### src/rtl/fp_mul_pkg.sv
// Shared definitions for the pipelined floating-point multiplier: default
// widths, bias formula, operand classes, special-value constructors, flag bits.
package fp_mul_pkg;

    localparam int unsigned EXP_W_DEF = 5;
    localparam int unsigned MAN_W_DEF = 10;

    // Bit positions inside the optional 4-bit flag vector
    localparam int unsigned FLAG_W         = 4;
    localparam int unsigned FLAG_INVALID   = 3;
    localparam int unsigned FLAG_OVERFLOW  = 2;
    localparam int unsigned FLAG_UNDERFLOW = 1;
    localparam int unsigned FLAG_INEXACT   = 0;

    typedef enum logic [1:0] {
        CLS_ZERO = 2'd0,
        CLS_NORM = 2'd1,
        CLS_INF  = 2'd2,
        CLS_NAN  = 2'd3
    } fp_class_e;

    function automatic int unsigned bias_of(input int unsigned exp_w);
        return (32'd1 << (exp_w - 32'd1)) - 32'd1;
    endfunction

    // Constructors return a 64-bit container; callers truncate to their word width
    function automatic logic [63:0] inf_word(input logic sign, input int unsigned exp_w,
                                              input int unsigned man_w);
        logic [63:0] w;
        w = ((64'd1 << exp_w) - 64'd1) << man_w;
        w = w | (64'(sign) << (exp_w + man_w));
        return w;
    endfunction

    function automatic logic [63:0] nan_word(input int unsigned exp_w, input int unsigned man_w);
        logic [63:0] w;
        w = ((64'd1 << exp_w) - 64'd1) << man_w;
        w = w | (64'd1 << (man_w - 32'd1));
        return w;
    endfunction

endpackage

### src/rtl/fp_mul_pipe_unpack.sv
// Combinational operand split and classification; denormals classify as zero.
module fp_unpack
    import fp_mul_pkg::*;
#(
    parameter int unsigned EXP_W = EXP_W_DEF,
    parameter int unsigned MAN_W = MAN_W_DEF,
    localparam int unsigned W    = 1 + EXP_W + MAN_W
) (
    input  logic [W-1:0]     op,
    output logic             sign_c,
    output logic [EXP_W-1:0] exp_c,
    output logic [MAN_W:0]   sig_c,
    output fp_class_e        cls_c
);

    logic [MAN_W-1:0] frac_c;

    always_comb begin
        sign_c = op[W-1];
        exp_c  = op[W-2 -: EXP_W];
        frac_c = op[MAN_W-1:0];
        sig_c  = {1'b1, frac_c};
        cls_c  = CLS_NORM;
        if (exp_c == '0) begin
            cls_c = CLS_ZERO;
        end else if (exp_c == '1) begin
            cls_c = (frac_c == '0) ? CLS_INF : CLS_NAN;
        end
    end

endmodule

### src/rtl/fp_mul_pipe.sv
// Three-stage valid/ready floating-point multiplier with round-to-nearest-even.
// Define FP_MUL_FLAGS_EN to add the out_flags {invalid, overflow, underflow, inexact} port.
module fp_mul_pipe
    import fp_mul_pkg::*;
#(
    parameter int unsigned EXP_W = EXP_W_DEF,
    parameter int unsigned MAN_W = MAN_W_DEF,
    localparam int unsigned W    = 1 + EXP_W + MAN_W
) (
    input  logic              clk,
    input  logic              rst,
    input  logic              in_valid,
    output logic              in_ready,
    input  logic [W-1:0]      in_a,
    input  logic [W-1:0]      in_b,
    output logic              out_valid,
    input  logic              out_ready,
`ifdef FP_MUL_FLAGS_EN
    output logic [FLAG_W-1:0] out_flags,
`endif
    output logic [W-1:0]      out_res
);

    localparam int unsigned BIAS    = bias_of(EXP_W);
    localparam int unsigned EW      = EXP_W + 2;
    localparam int unsigned SW      = MAN_W + 1;
    localparam int unsigned PW      = 2 * MAN_W + 2;
    localparam int unsigned EXP_MAX = (32'd1 << EXP_W) - 32'd1;

    // Single global advance: every stage moves or every stage holds
    logic adv_c;
    assign adv_c    = out_ready || !out_valid;
    assign in_ready = adv_c;

    logic             sa_c, sb_c;
    logic [EXP_W-1:0] ea_c, eb_c;
    logic [SW-1:0]    siga_c, sigb_c;
    fp_class_e        cla_c, clb_c;

    fp_unpack #(.EXP_W(EXP_W), .MAN_W(MAN_W)) u_unpack_a (
        .op     (in_a),
        .sign_c (sa_c),
        .exp_c  (ea_c),
        .sig_c  (siga_c),
        .cls_c  (cla_c)
    );

    fp_unpack #(.EXP_W(EXP_W), .MAN_W(MAN_W)) u_unpack_b (
        .op     (in_b),
        .sign_c (sb_c),
        .exp_c  (eb_c),
        .sig_c  (sigb_c),
        .cls_c  (clb_c)
    );

    logic signed [EW-1:0] esum_c;
    assign esum_c = $signed(EW'(ea_c)) + $signed(EW'(eb_c)) - $signed(EW'(BIAS));

    logic                 v1, v2;
    logic                 s1_sign, s2_sign;
    logic signed [EW-1:0] s1_exp, s2_exp;
    logic [SW-1:0]        s1_ma, s1_mb;
    logic [PW-1:0]        s2_prod;
    fp_class_e            s1_cls_a, s1_cls_b, s2_cls_a, s2_cls_b;

    // S1 unpack register and S2 multiply register
    always_ff @(posedge clk) begin
        if (rst) begin
            v1       <= 1'b0;
            s1_sign  <= 1'b0;
            s1_exp   <= '0;
            s1_ma    <= '0;
            s1_mb    <= '0;
            s1_cls_a <= CLS_ZERO;
            s1_cls_b <= CLS_ZERO;
            v2       <= 1'b0;
            s2_sign  <= 1'b0;
            s2_exp   <= '0;
            s2_prod  <= '0;
            s2_cls_a <= CLS_ZERO;
            s2_cls_b <= CLS_ZERO;
        end else if (adv_c) begin
            v1       <= in_valid;
            s1_sign  <= sa_c ^ sb_c;
            s1_exp   <= esum_c;
            s1_ma    <= siga_c;
            s1_mb    <= sigb_c;
            s1_cls_a <= cla_c;
            s1_cls_b <= clb_c;
            v2       <= v1;
            s2_sign  <= s1_sign;
            s2_exp   <= s1_exp;
            s2_prod  <= PW'(s1_ma) * PW'(s1_mb);
            s2_cls_a <= s1_cls_a;
            s2_cls_b <= s1_cls_b;
        end
    end

    logic [PW-2:0]        pn_c;
    logic signed [EW-1:0] en_c, ef_c;
    logic [MAN_W-1:0]     frac_c, fracr_c;
    logic                 guard_c, sticky_c, rnd_up_c, carry_c;
    logic                 ovf_c, unf_c;
    logic                 nan_c, inf_c, zero_c, normal_c;
    logic [W-1:0]         res_c;

    // S3 normalise, round to nearest even, apply special-value priority
    always_comb begin
        pn_c     = s2_prod[PW-1] ? s2_prod[PW-2:0] : {s2_prod[PW-3:0], 1'b0};
        en_c     = s2_exp + $signed(EW'(s2_prod[PW-1]));
        frac_c   = pn_c[PW-2 -: MAN_W];
        guard_c  = pn_c[PW-2-MAN_W];
        sticky_c = |pn_c[PW-3-MAN_W:0];
        rnd_up_c = guard_c && (sticky_c || frac_c[0]);
        {carry_c, fracr_c} = SW'(frac_c) + SW'(rnd_up_c);
        ef_c     = en_c + $signed(EW'(carry_c));
        ovf_c    = !ef_c[EW-1] && ($unsigned(ef_c) >= EW'(EXP_MAX));
        unf_c    = ef_c[EW-1] || (ef_c == '0);

        nan_c    = (s2_cls_a == CLS_NAN) || (s2_cls_b == CLS_NAN)
                || ((s2_cls_a == CLS_ZERO) && (s2_cls_b == CLS_INF))
                || ((s2_cls_a == CLS_INF) && (s2_cls_b == CLS_ZERO));
        inf_c    = (s2_cls_a == CLS_INF) || (s2_cls_b == CLS_INF);
        zero_c   = (s2_cls_a == CLS_ZERO) || (s2_cls_b == CLS_ZERO);
        normal_c = !nan_c && !inf_c && !zero_c;

        res_c = {s2_sign, ef_c[EXP_W-1:0], fracr_c};
        if (nan_c) begin
            res_c = W'(nan_word(EXP_W, MAN_W));
        end else if (inf_c || (normal_c && ovf_c)) begin
            res_c = W'(inf_word(s2_sign, EXP_W, MAN_W));
        end else if (zero_c || unf_c) begin
            res_c = {s2_sign, (W-1)'(0)};
        end
    end

    // Output register; out_res only changes when a real result lands
    always_ff @(posedge clk) begin
        if (rst) begin
            out_valid <= 1'b0;
            out_res   <= '0;
        end else if (adv_c) begin
            out_valid <= v2;
            if (v2) begin
                out_res <= res_c;
            end
        end
    end

`ifdef FP_MUL_FLAGS_EN
    logic [FLAG_W-1:0] flags_c;

    always_comb begin
        flags_c                 = '0;
        flags_c[FLAG_INVALID]   = nan_c;
        flags_c[FLAG_OVERFLOW]  = normal_c && ovf_c;
        flags_c[FLAG_UNDERFLOW] = normal_c && !ovf_c && unf_c;
        flags_c[FLAG_INEXACT]   = normal_c && (ovf_c || unf_c || guard_c || sticky_c);
    end

    always_ff @(posedge clk) begin
        if (rst) begin
            out_flags <= '0;
        end else if (adv_c && v2) begin
            out_flags <= flags_c;
        end
    end
`endif

endmodule

### config.mk
export PLATFORM = sky130hd
export DESIGN_NAME = fp_mul_pipe
export DESIGN_NICKNAME = d
export VERILOG_FILES = /design/src/rtl/fp_mul_pkg.sv /design/src/rtl/fp_mul_pipe_unpack.sv /design/src/rtl/fp_mul_pipe.sv
export SDC_FILE = /design/constraint.sdc
export NUM_CORES = 1
export LEC_CHECK = 0
export BUFFER_PORTS_ARGS = -buffer_cell sky130_fd_sc_hd__buf_2
export CAP_MARGIN = 40
export CORE_UTILIZATION = 50
export CTS_BUF_LIST = sky130_fd_sc_hd__clkbuf_4 sky130_fd_sc_hd__clkbuf_8 sky130_fd_sc_hd__clkbuf_16
export DETAILED_ROUTE_END_ITERATION = 10
export GPL_TIMING_DRIVEN = 0
export PLACE_DENSITY = 0.68
export SLEW_MARGIN = 5
export SYNTH_ARGS = -nofsm -noshare
export SYNTH_HDL_FRONTEND = slang
export SYNTH_HIERARCHICAL = 1
export SYNTH_SLANG_ARGS = --single-unit
### constraint.sdc
create_clock -name clk -period 6.8 [get_ports clk]
set_clock_uncertainty 0.05 [all_clocks]
set_input_delay 0.34 -clock clk [delete_from_list [all_inputs] [get_ports clk]]
set_output_delay 0.34 -clock clk [all_outputs]
set_load 0.03 [all_outputs]
Word level (Yosys, flattened, before mapping)
Index checks and enable logic that the tools add are counted.
Storage, ports and cells
  bits in registers: 87
  bits of input ports: 36
  output and inout port bits: 18
  word-level logic and storage cells: 70
Cells by class
  add/subtract/negate cells: 5
  $mul: 1
  order comparisons: 1
  eq/ne operators: 6
  multiplexer cells: 10
  bitwise logic cells: 1
  reductions and logical operators: 31
Operators with widths (number)
  15-bit two-way mux: 2
  11-bit by 11-bit multiplier with 22-bit output: 1
  21-bit two-way mux: 1
  10-bit logical NOT: 2
  16-bit two-way mux: 1
  7-bit by 2-bit adder with 7-bit output: 2
  10-bit by 1-bit adder with 11-bit output: 1
  5-bit == test, second input constant: 2
  5-bit logical NOT: 2
  1-bit logical OR: 10
  10-bit OR reduction: 1
  2-bit == test, second input constant: 4
  2-bit two-way mux: 4
  7-bit by 5-bit greater-or-equal comparator with 1-bit output, second input constant: 1
  1-bit logical AND: 7
  7-bit logical NOT: 1
  6-bit by 4-bit subtractor with 7-bit output, second input constant: 1
  5-bit by 5-bit adder with 6-bit output: 1
  1-bit logical NOT: 5
  2-bit logical NOT: 2
  1-bit two-way mux: 2
  2-bit AND reduction: 1
  1-bit bitwise XOR: 1

Depth between registers and ports, before layout
Gate-level depths: netlist of the first run.
  word-level depth: 12
  depth in mapped cells: 19

By module
Netlist of the first run, hierarchy kept.
Modules (own cells, without submodules)
  fp_mul_pipe: times used 1, cells an instance 972, area each 7981.4 um^2, seq. area each 1741.7 um^2
  fp_unpack: times used 2, cells an instance 27, area each 181.4 um^2, seq. area each 0.0 um^2

Worst setup path before layout of the first run
Ideal clock, no wire load.
  path type: register -> register
  start: register s1_ma[0]
  end: register s2_prod[17]
  setup time: 0.114 ns
  data arrival time: 4.957 ns
  required time: 6.636 ns
  path slack: 1.679 ns
  stages on the path, launching flop included: 18
  buffers on the path: 1
  period minus slack after synthesis: 5.121 ns
  cell sequence: dfxtp_1 -> clkbuf_1 -> nand2_1 -> fa_1 -> fa_1 -> inv_1 -> fa_1 -> fa_1 -> inv_1 -> fa_1 -> inv_1 -> ha_1 -> a21oi_1 -> o21ai_0 -> and2_1 -> or4_1 -> xor2_1 -> a21o_1
On the way
  cells in the longest elaborated chain, start to end: 1
Ends and longest elaborated chain
  from (decl): RTL line fp_mul_pipe.sv:62  | logic [SW-1:0] s1_ma, s1_mb;
  from (signal assigned): RTL line fp_mul_pipe.sv:86  | s1_ma <= siga_c;
  11-bit by 11-bit multiplier with 22-bit output: RTL line fp_mul_pipe.sv:93  | s2_prod <= PW'(s1_ma) * PW'(s1_mb);
  to (signal assigned): RTL line fp_mul_pipe.sv:93
  to (decl): RTL line fp_mul_pipe.sv:63  | logic [PW-1:0] s2_prod;
No other way between the ends.
A chain may end at the register's enable or synchronous reset.

Final worst setup path of the first run
  start: register s1_ma[3]
  end: register s2_prod[17]
Same word-level chain as after synthesis.

==> results of run 1 <==
## kinds of logic after synthesis
kind of cell | Yosys count | share of synthesized area
AND/OR/NAND/NOR | 368 | 0.212
buffers and inverters | 216 | 0.114
AO/OA/AOI/OAI | 169 | 0.127
adder cells (fa/ha/maj) | 153 | 0.303
flip-flops | 87 | 0.209
XOR/XNOR | 24 | 0.0252
multiplexers | 7 | 0.00870
other | 2 | 0.000900
## cells in the mapped netlist (9+ instances only)
master	number	area, sq um
a21oi_1	85	425
nand2_1	186	698
ha_1	71	888
clkbuf_1	49	184
o21ai_0	14	70.1
buf_4	34	255
xnor2_1	18	158
nor3_1	10	50.1
nand3_1	12	60.1
dfxtp_1	87	1740
fa_1	82	1640
and2_1	64	400
nor2_1	38	143
inv_1	129	484
a22o_1	9	78.8
a211oi_1	15	113
## worst register-to-register path, cell delays in order, from the launching register on
cell and delay [ns]:
dfxtp_1 0.41, clkbuf_1 0.52, nand2_1 0.17, fa_1 0.51, fa_1 0.49, inv_1 0.06, fa_1 0.52, fa_1 0.56
inv_1 0.06, fa_1 0.53, inv_1 0.05, ha_1 0.35, a21oi_1 0.18, o21ai_0 0.20, and2_1 0.24, or4_1 0.49
xor2_1 0.16, a21o_1 0.18
## state kept, by name (all words and copies together), names as in the netlist, 2 cells and up
name and cells:
s1_exp 7, s1_ma 11, s1_cls_b 2, s2_prod 22
s1_mb 11, s2_cls_b 2, s1_cls_a 2, out_res 16
s2_cls_a 2, s2_exp 7
## per-layer routing
layer / share of wire / track usage
met2: 0.46 / 0.401
met5: 0 / 0
met3: 0.052 / 0.0421
met1: 0.48 / 0.334
met4: 0.011 / 0.0503
## per-stage QoR
| step | cells | worst slack (ns) | cell area (sq um) | utilization | hold WS (ns) |
|---|---|---|---|---|---|
| final | 1309 | 0.986 | 9170 | 0.569 | 0.184 |
| after global routing | 1309 | 0.723 | 9170 | 0.569 | 0.209 |
| after CTS | 1309 | 0.994 | 9170 | 0.569 | 0.176 |
| after floorplan | 1026 | 1.68 | 8340 | - | 0.382 |
| after global placement | 1293 | 1.03 | 8870 | 0.550 | 0.389 |
| after detailed placement | 1293 | 1.01 | 8870 | 0.550 | 0.396 |
## worst paths after layout
path	start	endpoint	slack (ns)
worst max register to register	s1_ma[3]	s2_prod[17]	0.99
worst min-delay path	in_valid	v1	0.18
worst min register to register	s1_exp[6]	s1_exp[6]	0.40
worst max-delay path	s1_ma[3]	s2_prod[17]	0.99
## layout make-up
class / instances / area, sq um
multi-input cells: 723 / 5660
fillers: 1538 / 6950
clock inverters: 6 / 66.3
repair buffers: 51 / 255
inverters: 129 / 484
flip-flops and latches: 87 / 1740
clock buffers: 10 / 233
well taps: 216 / 270
plain buffers: 87 / 463
## power by group through the flow
stage               clock network, mW  logic [mW]  registers (mW)
floorplan                           0       0.363           0.592
global route                    0.532       0.555           0.596
CTS                             0.511       0.490           0.589
finish                          0.500       0.485           0.590
detailed placement                  0       0.484           0.601
global placement                    0       0.481           0.600
==> qor.yml, run 1 <==
die_w_um: 131
leakage_nw: 4.35
cts_buffers: 9
finalHoldViolCount: 0
rows: 46
syn_area_per_cell_sq_um: 8.13
cts.path.max_buffers: 2
dieArea_sq_um: 17200
yosys_warnings: 6
p_int_mw: 1.05
vias_per_cell: 5.27
synth-seq-cells: 87
path_depth: 17
final.min_clock_period_ns: 5.81
cp_num_buf_inv: 4
cp_cell_sequence: "clkbuf_1 > nand2_1 > fa_1 > fa_1 > inv_1 > fa_1 > fa_1 > inv_1 > fa_1 > inv_1 > ha_1 > a21oi_1 > o21ai_0 > and2_1 > or4_1 > xor2_1 > a21o_1"
yosysSeqAreaShare: 0.209
finalPower_mw: 1.58
min-delay-path-class: "in -> reg"
remaining_drc_errors: 0
cts_resized: 0
n_antenna_cell: 0
setup_viol: 0
mostFrequentLayoutCell: "nand2_1"
wl_per_cell_um: 15.1
synth_area_sq_um: 8340
critPathMostFrequentCell: "fa_1"
cp_slowest_stage_delay_ns: 0.56
cts_tree: "yes"
clock.fmax_mhz: 172
post_cts_buffers: 0
cts.root.buffer_cell: "clkbuf_16"
antenna_left: 0
status: "completed"
slew_violations: 0
r2r_cells: 17
final_cell_mix: "nand2_1, inv_1, dfxtp_1"
io_buffers: 51
cts_num_sinks: 87
place_congestion: 0.858
finalNetCount: 1277
finalCritPeriodShare: 0.855
cts_hold_buffers: 0
firstDrtPassIters: 4
critPathLaunchType: "register"
ios: 54
overflow: 0
rsz0062_at_grt: "no"
grt_pass1_wl_um: 33800
synthCells: 1026
synth-main-ff-cell: "dfxtp_1"
antenna_found_initial: 0
setup_tns_ns: 0
critPathRequiredTime_ns: 7.00
switchingPower_mw: 0.530
worstSetupPathType: "reg -> reg"
syn_nets: 1215
dp_hpwl_um: 16100
die-height_um: 131
worst_ep_arrival_time_ns: 6.01
insertion_delay_ns: 0.35
cp_max_fo: 10
routed_wl_um: 19700
power.density_nw_per_um2: 172
synth_cell_types: 56
clkTransAtPathRegs_ns: 0.07
start_util: 0.518
max-slew-margin-rel: 0.574
drt-initial-drc-count: 358
drive_above_1_share: 0.0997
critPathTopFamily: "adder cells"
maxCapViolCount: 0
ir_worst_vdd_mv: 0.136
p_sw_frac: 0.336
vias: 6901
worst_pin_slew_ns: 0.639
pwr-share-seq: 0.375
grt_util_all_layers: 0.244
synth_edf_count: 0
pwr-share-comb: 0.308
coreArea_sq_um: 16100
grt_max_degree: 16
crit_slowest_cell: "fa_1"
whs_path_depth: 3
grt_pass1_vias: 6908
cts_max_level: 3
area_delta_synth_final_pct: 9.88
critPathCaptureType: "register"
clockPowerShare: 0.317
async_flop_share: 0
No activity file was read; power rests on OpenSTA's default activity.
==> inputs of run 2 (changes only) <==
BUFFER_PORTS_ARGS = -buffer_cell sky130_fd_sc_hd__buf_4   (was -buffer_cell sky130_fd_sc_hd__buf_2)
clock period = 7.2 ns   (was 6.8 ns; I/O delays follow)
==> qor.yml, run 2 (same netlist as run 1, synthesis figures left out) <==
reg2reg_to: "s2_prod[17]"
final.min_clock_period_ns: 5.82
grt_util_all_layers: 0.244
insertion_delay_ns: 0.35
top_usage_layer: "met2"
cts_tree: "yes"
cts_resized: 0
die_w_um: 131
start_util: 0.518
whs_path_depth: 3
final_cell_mix: "nand2_1, inv_1, dfxtp_1"
regArea_sq_um: 1740
post_cts_buffers: 0
r2r_cells: 17
area_delta_synth_final_pct: 11.7
finalHoldViolCount: 0
layout.cells.non_filler: 1308
vias: 6847
leakage_nw: 4.38
critPathRequiredTime_ns: 7.40
ir_worst_vdd_mv: 0.118
largest-register: "s2_prod"
grt_pass1_wl_um: 33500
maxCapViolCount: 0
cts.path.max_buffers: 2
hold_start: "in_valid"
antenna_found_initial: 0
rsz0062_at_grt: "no"
n_antenna_cell: 0
use_met2: 0.394
antenna_left: 0
overflow: 0
min-delay-path-class: "in -> reg"
routed_wl_um: 19900
max-slew-margin-rel: 0.566
setup_viol: 0
io_buffers: 51
clkTransAtPathRegs_ns: 0.07
drive_above_1_share: 0.0989
cts_buffers: 9
multiInputGateArea_sq_um: 5660
finalCritPeriodShare: 0.809
slew_violations: 0
r2r-start: "s1_ma[3]"
cts_hold_buffers: 0
setup_tns_ns: 0
worst_hold_path.endpoint: "v1"
critPathLaunchType: "register"
place_congestion: 0.855
finalNetCount: 1277
worstSetupPathType: "reg -> reg"
critPathCaptureType: "register"
drt-initial-drc-count: 352
clock.fmax_mhz: 172
dieArea_sq_um: 17200
n_fill_cell: 1565
dp_hpwl_um: 16100
vias_per_cell: 5.23
grt_pass1_vias: 6722
rows: 46
grtUsageMet3: 0.0401
cts_max_level: 3
largest_register_ffs: 22
worst_ep_arrival_time_ns: 6.02
ios: 54
status: "completed"
wl_per_cell_um: 15.2
grtUsageMet1: 0.337
r2r_slack_ns: 1.38
reg_top3: "s2_prod x22, out_res x16"
worst_pin_slew_ns: 0.652
cp_max_fo: 10
remaining_drc_errors: 0
place_inst: 1293
grt_max_degree: 16
mostFrequentLayoutCell: "nand2_1"
cts_num_sinks: 87
power.density_nw_per_um2: 164
die-height_um: 131
coreArea_sq_um: 16100
firstDrtPassIters: 5
cts.root.buffer_cell: "clkbuf_16"
[run 2: changes by cell type in the layout (fill, tap and decap cells not counted)]
| cell | before | now |
|---|---|---|
| clkbuf_4 | 1 | 0 |
| bufinv_16 | 1 | 2 |
| buf_2 | 52 | 1 |
| clkinv_2 | 2 | 0 |
| buf_4 | 34 | 85 |
| clkinvlp_4 | 0 | 1 |
[run 2: cell type report]
| type | count | area share |
|---|---|---|
| Inverter | 129 | 0.0520 |
| Clock buffer | 9 | 0.0242 |
| Timing Repair Buffer | 51 | 0.0411 |
| Sequential cell | 87 | 0.187 |
| Clock inverter | 6 | 0.0101 |
| Buffer | 87 | 0.0497 |
| Tap cell | 216 | 0.0290 |
| Multi-Input combinational cell | 723 | 0.607 |
[run 2: power by group]
group	switching [mW]	internal, mW	total, mW
Sequential	0.0381	0.520	0.558
Combinational	0.265	0.199	0.464
Clock	0.203	0.305	0.508
Total	0.506	1.02	1.53
[run 2: worst max-delay path: stages (launching register included)]
cell and delay (ns):
dfxtp_1 0.41, clkbuf_1 0.51, nand2_1 0.18, fa_1 0.52, fa_1 0.49, inv_1 0.06
fa_1 0.51, fa_1 0.55, inv_1 0.06, fa_1 0.54, inv_1 0.04, ha_1 0.35
a21oi_1 0.19, o21ai_0 0.19, and2_1 0.24, or4_1 0.49, xor2_1 0.16, a21o_1 0.19
[run 2: through the flow]
stage	setup slack, ns	util	hold WS (ns)	power (mW)	area [sq um]
after CTS	1.42	0.578	0.202	1.54	9320
after floorplan	2.08	-	0.382	0.902	8340
after global routing	1.08	0.578	0.220	1.63	9320
final	1.38	0.578	0.207	1.53	9320
after global placement	1.44	0.558	0.390	1.03	9000
after detailed placement	1.44	0.558	0.397	1.03	9000
[run 2: worst max path at each step]
stage,endpoint,startpoint,slack (ns)
after floorplan,s2_prod[17],s1_ma[0],2.08
after global placement,s2_prod[17],s1_ma[3],1.44
after detailed placement,s2_prod[17],s1_ma[3],1.44
after CTS,s2_prod[17],s1_ma[3],1.42
after global routing,s2_prod[17],s1_ma[0],1.08
final,s2_prod[17],s1_ma[3],1.38
[run 2: layer usage]
metal	part of all wire	wire length, um
met5	0	0
met4	0.015	305
met1	0.48	9660
met2	0.45	8990
met3	0.048	966
